$ cat config.mk
export PLATFORM = sky130hd
export DESIGN_NAME = sram_array_flat
export DESIGN_NICKNAME = d
export VERILOG_FILES = /design/src/rtl/sram_pkg.sv /design/src/rtl/sram_array_if.sv /design/src/rtl/sram_init_ctrl.sv /design/src/rtl/sram_array.sv /design/src/flat_wrapper.sv
export SDC_FILE = /design/constraint.sdc
export NUM_CORES = 1
export LEC_CHECK = 0
export ABC_CLOCK_PERIOD_IN_PS = 4200
export CAP_MARGIN = 20
export CORE_MARGIN = 3
export CORE_UTILIZATION = 45
export DETAILED_ROUTE_END_ITERATION = 10
export PLACE_DENSITY_LB_ADDON = 0.12
export SLEW_MARGIN = 20
export SYNTH_ARGS = -nofsm -noshare
export SYNTH_HDL_FRONTEND = slang
export SYNTH_SLANG_ARGS = --single-unit
$ cat constraint.sdc
create_clock -name CLK -period 4.2 [get_ports CLK]
set_clock_uncertainty 0.15 [all_clocks]
set_input_delay 0.84 -clock CLK [delete_from_list [all_inputs] [get_ports CLK]]
set_output_delay 0.84 -clock CLK [all_outputs]
set_load 0.02 [all_outputs]
$ cat src/rtl/sram_pkg.sv
// Shared constants and state encoding for sram_array and its init controller.
// Optional feature macro used by the array: PARITY_EN.
package sram_pkg;
    localparam logic RDWR_WRITE = 1'b0;
    localparam logic RDWR_READ  = 1'b1;

    typedef enum logic {
        ST_INIT = 1'b0,
        ST_IDLE = 1'b1
    } state_e;
endpackage

$ cat src/rtl/sram_array_if.sv
// Request/response bundle between a storage client (master) and sram_array (slave).
interface sram_array_if #(
    parameter int WIDTH = 8,
    parameter int DEPTH = 16
);
    localparam int ADDR_W = $clog2(DEPTH);

    logic              select;
    logic              rdwr;
    logic [ADDR_W-1:0] addr;
    logic [WIDTH-1:0]  din;
    logic [WIDTH-1:0]  dout;
    logic              dout_valid;
    logic              ready;
    logic              parity_err;

    modport master (
        output select, rdwr, addr, din,
        input  dout, dout_valid, ready, parity_err
    );

    modport slave (
        input  select, rdwr, addr, din,
        output dout, dout_valid, ready, parity_err
    );
endinterface

$ cat src/rtl/sram_init_ctrl.sv
// INIT/IDLE sequencer: walks a pointer over every word after reset, then raises ready.
module sram_init_ctrl
    import sram_pkg::*;
#(
    parameter int DEPTH = 16,
    localparam int ADDR_W = $clog2(DEPTH)
) (
    input  logic              clk_i,
    input  logic              rst_i,
    output logic              init_we_o,
    output logic [ADDR_W-1:0] init_addr_o,
    output logic              ready_o
);
    localparam logic [ADDR_W-1:0] LAST_ADDR = ADDR_W'(DEPTH - 1);

    state_e            state_q;
    logic [ADDR_W-1:0] ptr_q;
    logic              ready_q;

    // NOTE: sequential state uses non-blocking assignments so every register samples pre-edge values.
    always_ff @(posedge clk_i or posedge rst_i) begin
        if (rst_i) begin
            state_q <= ST_INIT;
            ptr_q   <= '0;
            ready_q <= 1'b0;
        end else if (state_q == ST_INIT) begin
            if (ptr_q == LAST_ADDR) begin
                state_q <= ST_IDLE;
                ptr_q   <= '0;
                ready_q <= 1'b1;
            end else begin
                ptr_q <= ptr_q + 1'b1;
            end
        end
    end

    assign init_we_o   = (state_q == ST_INIT);
    assign init_addr_o = ptr_q;
    assign ready_o     = ready_q;
endmodule

$ cat src/rtl/sram_array.sv
// Single-port DEPTH x WIDTH RAM with registered read, post-reset clearing sweep,
// and optional per-word even parity (macro PARITY_EN).
module sram_array
    import sram_pkg::*;
#(
    parameter int WIDTH = 8,
    parameter int DEPTH = 16,
    localparam int ADDR_W = $clog2(DEPTH)
) (
    input  logic         CLK,
    input  logic         RST,
    sram_array_if.slave  bus
);
    localparam logic [ADDR_W:0] DEPTH_L = (ADDR_W + 1)'(DEPTH);

    logic              init_we;
    logic [ADDR_W-1:0] init_addr;
    logic              init_ready;

    sram_init_ctrl #(.DEPTH(DEPTH)) u_init (
        .clk_i       (CLK),
        .rst_i       (RST),
        .init_we_o   (init_we),
        .init_addr_o (init_addr),
        .ready_o     (init_ready)
    );

    // Only reachable out of range when DEPTH is not a power of two.
    logic addr_ok;
    logic user_wr;
    logic user_rd;
    assign addr_ok = ({1'b0, bus.addr} < DEPTH_L);
    assign user_wr = init_ready & bus.select & (bus.rdwr == RDWR_WRITE) & addr_ok;
    assign user_rd = init_ready & bus.select & (bus.rdwr == RDWR_READ);

    logic              wr_en;
    logic [ADDR_W-1:0] wr_addr;
    logic [WIDTH-1:0]  wr_data;
    assign wr_en   = init_we | user_wr;
    assign wr_addr = init_we ? init_addr : bus.addr;
    assign wr_data = init_we ? '0 : bus.din;

    logic [WIDTH-1:0] mem_q [DEPTH];

    // NOTE: the array has no reset; the post-reset sweep clears it so it can map onto plain RAM.
    always_ff @(posedge CLK) begin
        if (wr_en) begin
            mem_q[wr_addr] <= wr_data;
        end
    end

    logic [WIDTH-1:0] dout_q;
    logic             dout_valid_q;

    always_ff @(posedge CLK or posedge RST) begin
        if (RST) begin
            dout_q       <= '0;
            dout_valid_q <= 1'b0;
        end else begin
            dout_valid_q <= user_rd;
            if (user_rd) begin
                dout_q <= addr_ok ? mem_q[bus.addr] : '0;
            end
        end
    end

    assign bus.dout       = dout_q;
    assign bus.dout_valid = dout_valid_q;
    assign bus.ready      = init_ready;

`ifdef PARITY_EN
    logic par_q [DEPTH];
    logic parity_err_q;

    always_ff @(posedge CLK) begin
        if (wr_en) begin
            par_q[wr_addr] <= init_we ? 1'b0 : ^bus.din;
        end
    end

    always_ff @(posedge CLK or posedge RST) begin
        if (RST) begin
            parity_err_q <= 1'b0;
        end else if (user_rd) begin
            parity_err_q <= addr_ok && ((^mem_q[bus.addr]) != par_q[bus.addr]);
        end
    end

    assign bus.parity_err = parity_err_q;
`else
    assign bus.parity_err = 1'b0;
`endif
endmodule

$ cat src/flat_wrapper.sv
// flat-port wrapper written by rule: the top's interface ports become plain ports
module sram_array_flat import sram_pkg::*;
#(
    parameter int WIDTH = 8,
    parameter int DEPTH = 16,
    localparam int ADDR_W = $clog2(DEPTH)
)
  (CLK, RST, bus_select, bus_rdwr, bus_addr, bus_din, bus_dout, bus_dout_valid, bus_ready, bus_parity_err);
  sram_array_if #(.WIDTH(WIDTH), .DEPTH(DEPTH)) bus_i ();
  input  logic CLK;
  input  logic RST;
  input wire logic [$bits(bus_i.select)-1:0] bus_select;
  input wire logic [$bits(bus_i.rdwr)-1:0] bus_rdwr;
  input wire logic [$bits(bus_i.addr)-1:0] bus_addr;
  input wire logic [$bits(bus_i.din)-1:0] bus_din;
  output wire logic [$bits(bus_i.dout)-1:0] bus_dout;
  output wire logic [$bits(bus_i.dout_valid)-1:0] bus_dout_valid;
  output wire logic [$bits(bus_i.ready)-1:0] bus_ready;
  output wire logic [$bits(bus_i.parity_err)-1:0] bus_parity_err;
  assign bus_i.select = bus_select;
  assign bus_i.rdwr = bus_rdwr;
  assign bus_i.addr = bus_addr;
  assign bus_i.din = bus_din;
  assign bus_dout = bus_i.dout;
  assign bus_dout_valid = bus_i.dout_valid;
  assign bus_ready = bus_i.ready;
  assign bus_parity_err = bus_i.parity_err;
  sram_array #(.WIDTH(WIDTH), .DEPTH(DEPTH)) u_core (.CLK(CLK), .RST(RST), .bus(bus_i));
endmodule
==> out/summary.txt, run 1 <==
Power Dens Cells -> 481 nW/µm²
Die H -> 119 µm
Worst Path Required -> 4.08 ns
share of cells above drive strength 1 -> 22.0%
crit path kind -> in -> reg
leakage power -> 2.31 nW
switch share -> 19.3%
nets@finish -> 359
register area share after synthesis -> 73.7%
Slew Viols, Final -> 0
drt initial violations -> 237
clk_lat worst skew -> 0.42 ns
Area contributors post-synth -> edfxtp_1 67%, mux4_2 9.0%, dfrtp_1 6.6%
core outline area -> 12200 µm²
Most common cell on crit path -> nand2_1
Setup TNS Final -> 0 ns
number of port buffers -> 25
NetSw -> 0.632 mW
power share of the combinational group -> 5.7%
register area -> 4220 µm²
post-placement cell area -> 6200 µm²
Residual DRC -> 0
CTS Hold Buffers Added -> 0
CP max-delay cell -> nor2_1
RSZ-0062 raised after global routing -> false
top cell type's share of synthesized area -> 67.1%
GP Congestion -> 0.782
post-DR vias/cell -> 5.50
ANT nets after route -> 0
Net Count, Synth -> 314
vias in the first global route -> 2990
Synth cell types -> 35
Routed WL -> 11500 µm
CP startpoint kind -> input port
Max stage delay on crit path -> 0.75 ns
GRT Util Overall -> 17.7%
first-pass GRT wire length -> 18000 µm
htree depth -> 4
TritonCTS clock tree -> done
initial antenna violation count -> 0
area grow syn2layout -> 18.7%
largest net degree at the start of global routing -> 35
Worst-path clk slew -> 0.06 ns
Hold Crit Class -> reg -> reg
GRT Residual Overflow -> 0
site row count -> 40
Syn Inst Count -> 297
via count -> 2874
Pint -> 2.64 mW
die area -> 14100 µm²
Multi-input gate area -> 1390 µm²
Max Freq -> 345 MHz
outcome -> completed
Slew headroom -> 34.8%
clock network fraction of total power -> 46.0%
CP cell instances -> clkdlybuf4s50_1, buf_4, nand2_1, nand2_1, nand2_1, nor2_1
Worst Max-Slew Pin Slew -> 0.975 ns
Mean Syn Cell Area -> 19.3 µm²
#FFs+latches synth -> 143
final cycle utilization of the critical path -> 69.1%
Worst IR Drop VDD -> 0.236 mV
final setup vio count -> 0
number of fillers in the final layout -> 994
Antenna diodes -> 0
total CTS buffers -> 17
Post-Syn Area -> 5730 µm²
cell area after layout -> 6800 µm²
Final HPWL DP -> 7200 µm
die width -> 119 µm
Starting Density -> 46.9%
number of clock sinks -> 143
worst path arrival time -> 2.79 ns
# resized after CTS -> 0
drt wl/cell -> 22.0 µm
router iterations before antenna repair -> 5
final hold vios -> 0
CP endpoint kind -> register
Clock Tree Root -> clkbuf_16
worst-path fanout max -> 13
CTS Buffer Depth -> 2
cell taking the most area after synthesis -> edfxtp_1
Yosys warning total -> 0
number of top-level pins -> 27
Tmin final -> 2.90 ns
total setup buffers inserted after CTS -> 0
max cap viols -> 0
Reg power frac -> 48.3%
## placed cells by master (no fill, tap or decap), types with 2 or more instances in the layout
cell / instances
a21oi_1: 4
a221o_1: 7
a22oi_1: 2
a31o_2: 2
and2_1: 9
buf_2: 2
buf_4: 18
bufinv_16: 3
clkbuf_1: 7
clkbuf_16: 17
clkbuf_8: 3
clkdlybuf4s50_1: 23
dfrtp_1: 15
edfxtp_1: 128
inv_1: 3
mux2_2: 8
mux2i_1: 12
mux4_1: 7
mux4_2: 23
nand2_1: 11
nand2b_1: 3
nand3_1: 3
nor2_1: 19
nor2b_1: 3
nor3_1: 8
o21ai_0: 2
o22ai_1: 2
## through the flow
step | utilization [%] | cells | power, mW | setup slack, ns | hold slack [ns]
global placement | 50.8 | 491 | 1.79 | 0.842 | 0.318
detailed placement | 50.8 | 491 | 1.80 | 0.798 | 0.349
CTS | 55.7 | 523 | 3.30 | 1.24 | 0.362
global route | 55.7 | 523 | 3.38 | 1.13 | 0.383
floorplan | - | 297 | 1.72 | 1.57 | 0.330
finish | 55.7 | 523 | 3.27 | 1.30 | 0.350
## Yosys cell counts, drive strengths merged
cell type / n
mux2: 8
nand2: 11
nand3b: 1
o21ai: 2
a21oi: 4
inv: 3
a31o: 2
dfrtp: 15
nor3: 8
nand3: 3
buf: 11
mux2i: 12
edfxtp: 128
o22ai: 2
or3: 1
conb: 1
and2: 9
ha: 1
nand4: 1
clkbuf: 6
nor2: 19
a22oi: 2
nor3b: 1
a31oi: 1
o31ai: 1
mux4: 30
a221o: 7
nor2b: 3
nand2b: 3
xnor2: 1
## final cells by class
class,instances,share of cell area (%)
Sequential cell,143,62.1
Clock inverter,5,1.51
Inverter,3,0.166
Clock buffer,27,7.25
Tap cell,168,3.09
Timing Repair Buffer,43,5.52
Multi-Input combinational cell,134,20.4
## worst paths after layout
kind,start,end,slack [ns],depth (start not counted)
max reg2reg,u_core.u_init.state_q,u_core.mem_q[8][3],1.56,4
min in group asynchronous,RST,u_core.bus.dout_valid,0.65,2
min,u_core.bus.dout[4],u_core.bus.dout[4],0.35,2
max,bus_addr[2],u_core.mem_q[4][2],1.30,6
max in group asynchronous,RST,u_core.bus.dout[2],2.84,2
min reg2reg,u_core.bus.dout[4],u_core.bus.dout[4],0.35,2
## cells by family (layout without fill, tap and decap cells)
family / after synthesis / after routing / share of synthesized area (%)
flip-flops: 143 / 143 / 73.7
AND/OR/NAND/NOR: 60 / 60 / 5.05
multiplexers: 50 / 50 / 15.9
AO/OA/AOI/OAI: 21 / 21 / 2.77
buffers and inverters: 20 / 78 / 2.14
adder cells (fa/ha/maj): 1 / 1 / 0.218
other: 1 / 1 / 0.0655
XOR/XNOR: 1 / 1 / 0.153
## power groups by stage
stage               sequential (mW)  clock (mW)  combinational, mW
finish                         1.58        1.50              0.185
global route                   1.58        1.60              0.201
CTS                            1.58        1.53              0.189
detailed placement             1.61           0              0.189
global placement               1.61           0              0.188
floorplan                      1.62           0              0.103
## layer usage
layer | share of wire [%] | vias up | wire length [µm] | track usage [%]
li1 | - | 1284 | - | -
met1 | 43 | 1494 | 5000 | 24.1
met2 | 49 | 82 | 5690 | 27.7
met3 | 5.5 | 14 | 638 | 4.70
met4 | 1.5 | 0 | 178 | 6.73
met5 | 0 | - | 0 | 0
## registers in the layout, indices dropped and copies added (netlist names)
name / cells
u_core.u_init.init_addr_o: 4
u_core.mem_q: 128
u_core.u_init.ready_o: 1
u_core.bus.dout_valid: 1
u_core.u_init.state_q: 1
u_core.bus.dout: 8
## critical path, delay by kind of cell
kind          cells  cell delay [ns]
simple gates      4             1.05
buf+inv           2             0.88
Note: power is estimated with default switching activity, not from simulation.
==> inputs of run 2 (changes only) <==
Settings changed: ABC_CLOCK_PERIOD_IN_PS 4200 to 2300.
Clock period 4.2 ns to 2.3 ns, I/O delays scaled along.
==> run 2 against run 1 <==
  * Die area unchanged
  * Non-clock buffer count increased by 24
  * Via count increased by 2.2%
  * Sequential share of layout area down 2.2 points
  * Sequential cell count did not move
  * Utilization up 2.0 points
  * Clock power is 83% higher
==> out/summary.txt, run 2 (synthesis gave the netlist of run 1 again) <==
Clock Tree Root -> clkbuf_16
share of cells above drive strength 1 -> 27.2% (+5.2 points)
Residual DRC -> 0 (unchanged)
NetSw -> 1.16 mW (+84%)
largest register by flop count -> u_core.mem_q
nets@finish -> 383 (+6.7%)
crit path capture -> u_core.mem_q[2][5]
number of top-level pins -> 27 (unchanged)
router iterations before antenna repair -> 4 (-1)
Power Dens Cells -> 853 nW/µm² (+77%)
Worst IR Drop VDD -> 0.535 mV (+130%)
core outline area -> 12200 µm² (unchanged)
Reg-to-Reg End -> u_core.mem_q[2][5]
commonest non-fill, non-tap cell in the layout -> edfxtp_1
largest net degree at the start of global routing -> 17 (-51%)
die area -> 14100 µm² (unchanged)
Hold Crit Class -> in -> async
# resized after CTS -> 0 (unchanged)
Final Worst Setup Slack -> 0.176 ns (-1.12 ns)
fin util -> 57.7% (+2.0 points)
drt initial violations -> 314 (+32%)
Slew headroom -> 54.3% (+20 points)
first-pass GRT wire length -> 18500 µm (+3.2%)
Worst Path Required -> 2.27 ns (-1.81 ns)
Die H -> 119 µm (unchanged)
Place WS -> -0.171 ns (-0.969 ns)
CP startpoint -> bus_addr[2]
start of the worst register-to-register path -> u_core.u_init.state_q
ANT nets after route -> 0 (unchanged)
Pint -> 4.84 mW (+84%)
total CTS buffers -> 17 (unchanged)
htree depth -> 4 (unchanged)
number of clock sinks -> 143 (unchanged)
die width -> 119 µm (unchanged)
Final HPWL DP -> 7940 µm (+10%)
Max stage delay on crit path -> 0.44 ns (-0.31 ns)
Starting Density -> 46.9% (unchanged)
worst-path fanout max -> 15 (+2)
site row count -> 40 (unchanged)
post-DR vias/cell -> 5.37 (-2.3%)
Most common cell on crit path -> buf_4
CP max-delay cell -> clkdlybuf4s50_1
crit path kind -> in -> reg
CP endpoint kind -> register
Setup TNS Final -> 0 ns (unchanged)
Worst-path clk slew -> 0.06 ns (about the same)
final setup vio count -> 0 (unchanged)
leakage power -> 2.46 nW (+6.5%)
final hold vios -> 0 (unchanged)
CTS Hold Buffers Added -> 0 (unchanged)
clk_lat worst skew -> 0.41 ns (about the same)
RSZ-0062 raised after global routing -> false
Worst Max-Slew Pin Slew -> 0.686 ns (-0.289 ns)
GRT Util Overall -> 18.2% (+0.45 points)
Reg power frac -> 48.0% (-0.3 points)
max cap viols -> 0 (unchanged)
Slew Viols, Final -> 0 (unchanged)
final cycle utilization of the critical path -> 92.3%
clock network fraction of total power -> 45.7% (-0.3 points)
drt wl/cell -> 21.5 µm (-2.2%)
CP cell instances -> clkdlybuf4s50_1, buf_12, buf_4, a21oi_1, nand2_1, nor2_1, buf_4
GRT Residual Overflow -> 0 (unchanged)
outcome -> completed
switch share -> 19.3% (about the same)
Routed WL -> 11800 µm (+2.3%)
reg2reg setup slack -> 0.27 ns (-1.29 ns)
CP startpoint kind -> input port
via count -> 2938 (+2.2%)
power share of the combinational group -> 6.3% (+0.6 points)
Tmin final -> 2.12 ns
initial antenna violation count -> 0 (unchanged)
Placed Cells -> 515 (+4.9%)
TritonCTS clock tree -> done
Worst Reg-to-Reg Cells -> 5 (+1)
CTS Buffer Depth -> 2 (unchanged)
worst path arrival time -> 2.09 ns (-0.70 ns)
GP Congestion -> 0.771 (-1.4%)
Post-Layout Cell Count -> 547 (+4.6%)
Overall Power -> 6.00 mW (+84%)
Antenna diodes -> 0 (unchanged)
Max Freq -> 471 MHz
max reg flops -> 128 (unchanged)
number of port buffers -> 25 (unchanged)
vias in the first global route -> 3130 (+4.7%)
area grow syn2layout -> 23.0%
commonest cells after routing, fill and taps aside -> 128 x edfxtp_1, 37 x buf_4, 23 x mux4_2, 23 x clkdlybuf4s50_1, 19 x nor2_1
total setup buffers inserted after CTS -> 0 (unchanged)
## run 2: changes by cell type in the layout (fill, tap and decap cells not counted), sizes merged
cell,previous run,this run
buf,20,44
clkbuf,27,26
clkinvlp,1,0
clkinv,1,3
## run 2: final cells by class
cell class                 count  area [µm²]
fill                         953        5170
sequential                   143        4220
multi-input combinational    134        1390
timing repair buffer          67         618
clock buffer                  26         489
tap                          168         210
clock inverter                 6         109
inverter                       3        11.3
## run 2: critical path, delay by kind of cell
family          cells  cell delay (ns)
simple gates        2             0.40
buf+inv             4             0.98
compound gates      1             0.23
## run 2: power by group through the flow
stage	logic (mW)	registers, mW	clock network [mW]
3_3_place_gp	0.386	2.93	0
5_1_grt	0.409	2.88	2.94
4_1_cts	0.388	2.88	2.80
2_1_floorplan	0.187	2.96	0
6_report	0.379	2.88	2.74
3_5_place_dp	0.387	2.93	0
## run 2: metal layers
metal | GRT usage (%) | part of all wire (%) | vias up
met5 | 0 | 0 | -
met1 | 25.4 | 44 | 1489
met4 | 6.44 | 0.50 | 0
met2 | 27.5 | 47 | 112
met3 | 5.37 | 8.2 | 4
li1 | - | - | 1333
## run 2: worst min path at each step
stage,to,from,depth (start not counted),slack [ns]
after floorplan,u_core.bus.dout[0],RST,1,0.21
after global placement,u_core.bus.dout[4],u_core.bus.dout[4],2,0.32
after detailed placement,u_core.bus.dout[4],u_core.bus.dout[4],2,0.32
after CTS,u_core.bus.dout_valid,RST,2,0.32
after global routing,u_core.bus.dout_valid,RST,2,0.33
final,u_core.bus.dout_valid,RST,2,0.30
## run 2: stage by stage
step | area (µm²) | hold WS [ns]
3_5_place_dp | 6440 | 0.322
6_report | 7040 | 0.298
5_1_grt | 7040 | 0.333
2_1_floorplan | 5730 | 0.211
4_1_cts | 7040 | 0.315
3_3_place_gp | 6440 | 0.318
==> inputs of run 3 (changes only) <==
Settings changed: CTS_CLUSTER_SIZE set to 40.
==> results of run 3 <==
Same layout as run 2: the final DEF is identical, and so are final timing and power.
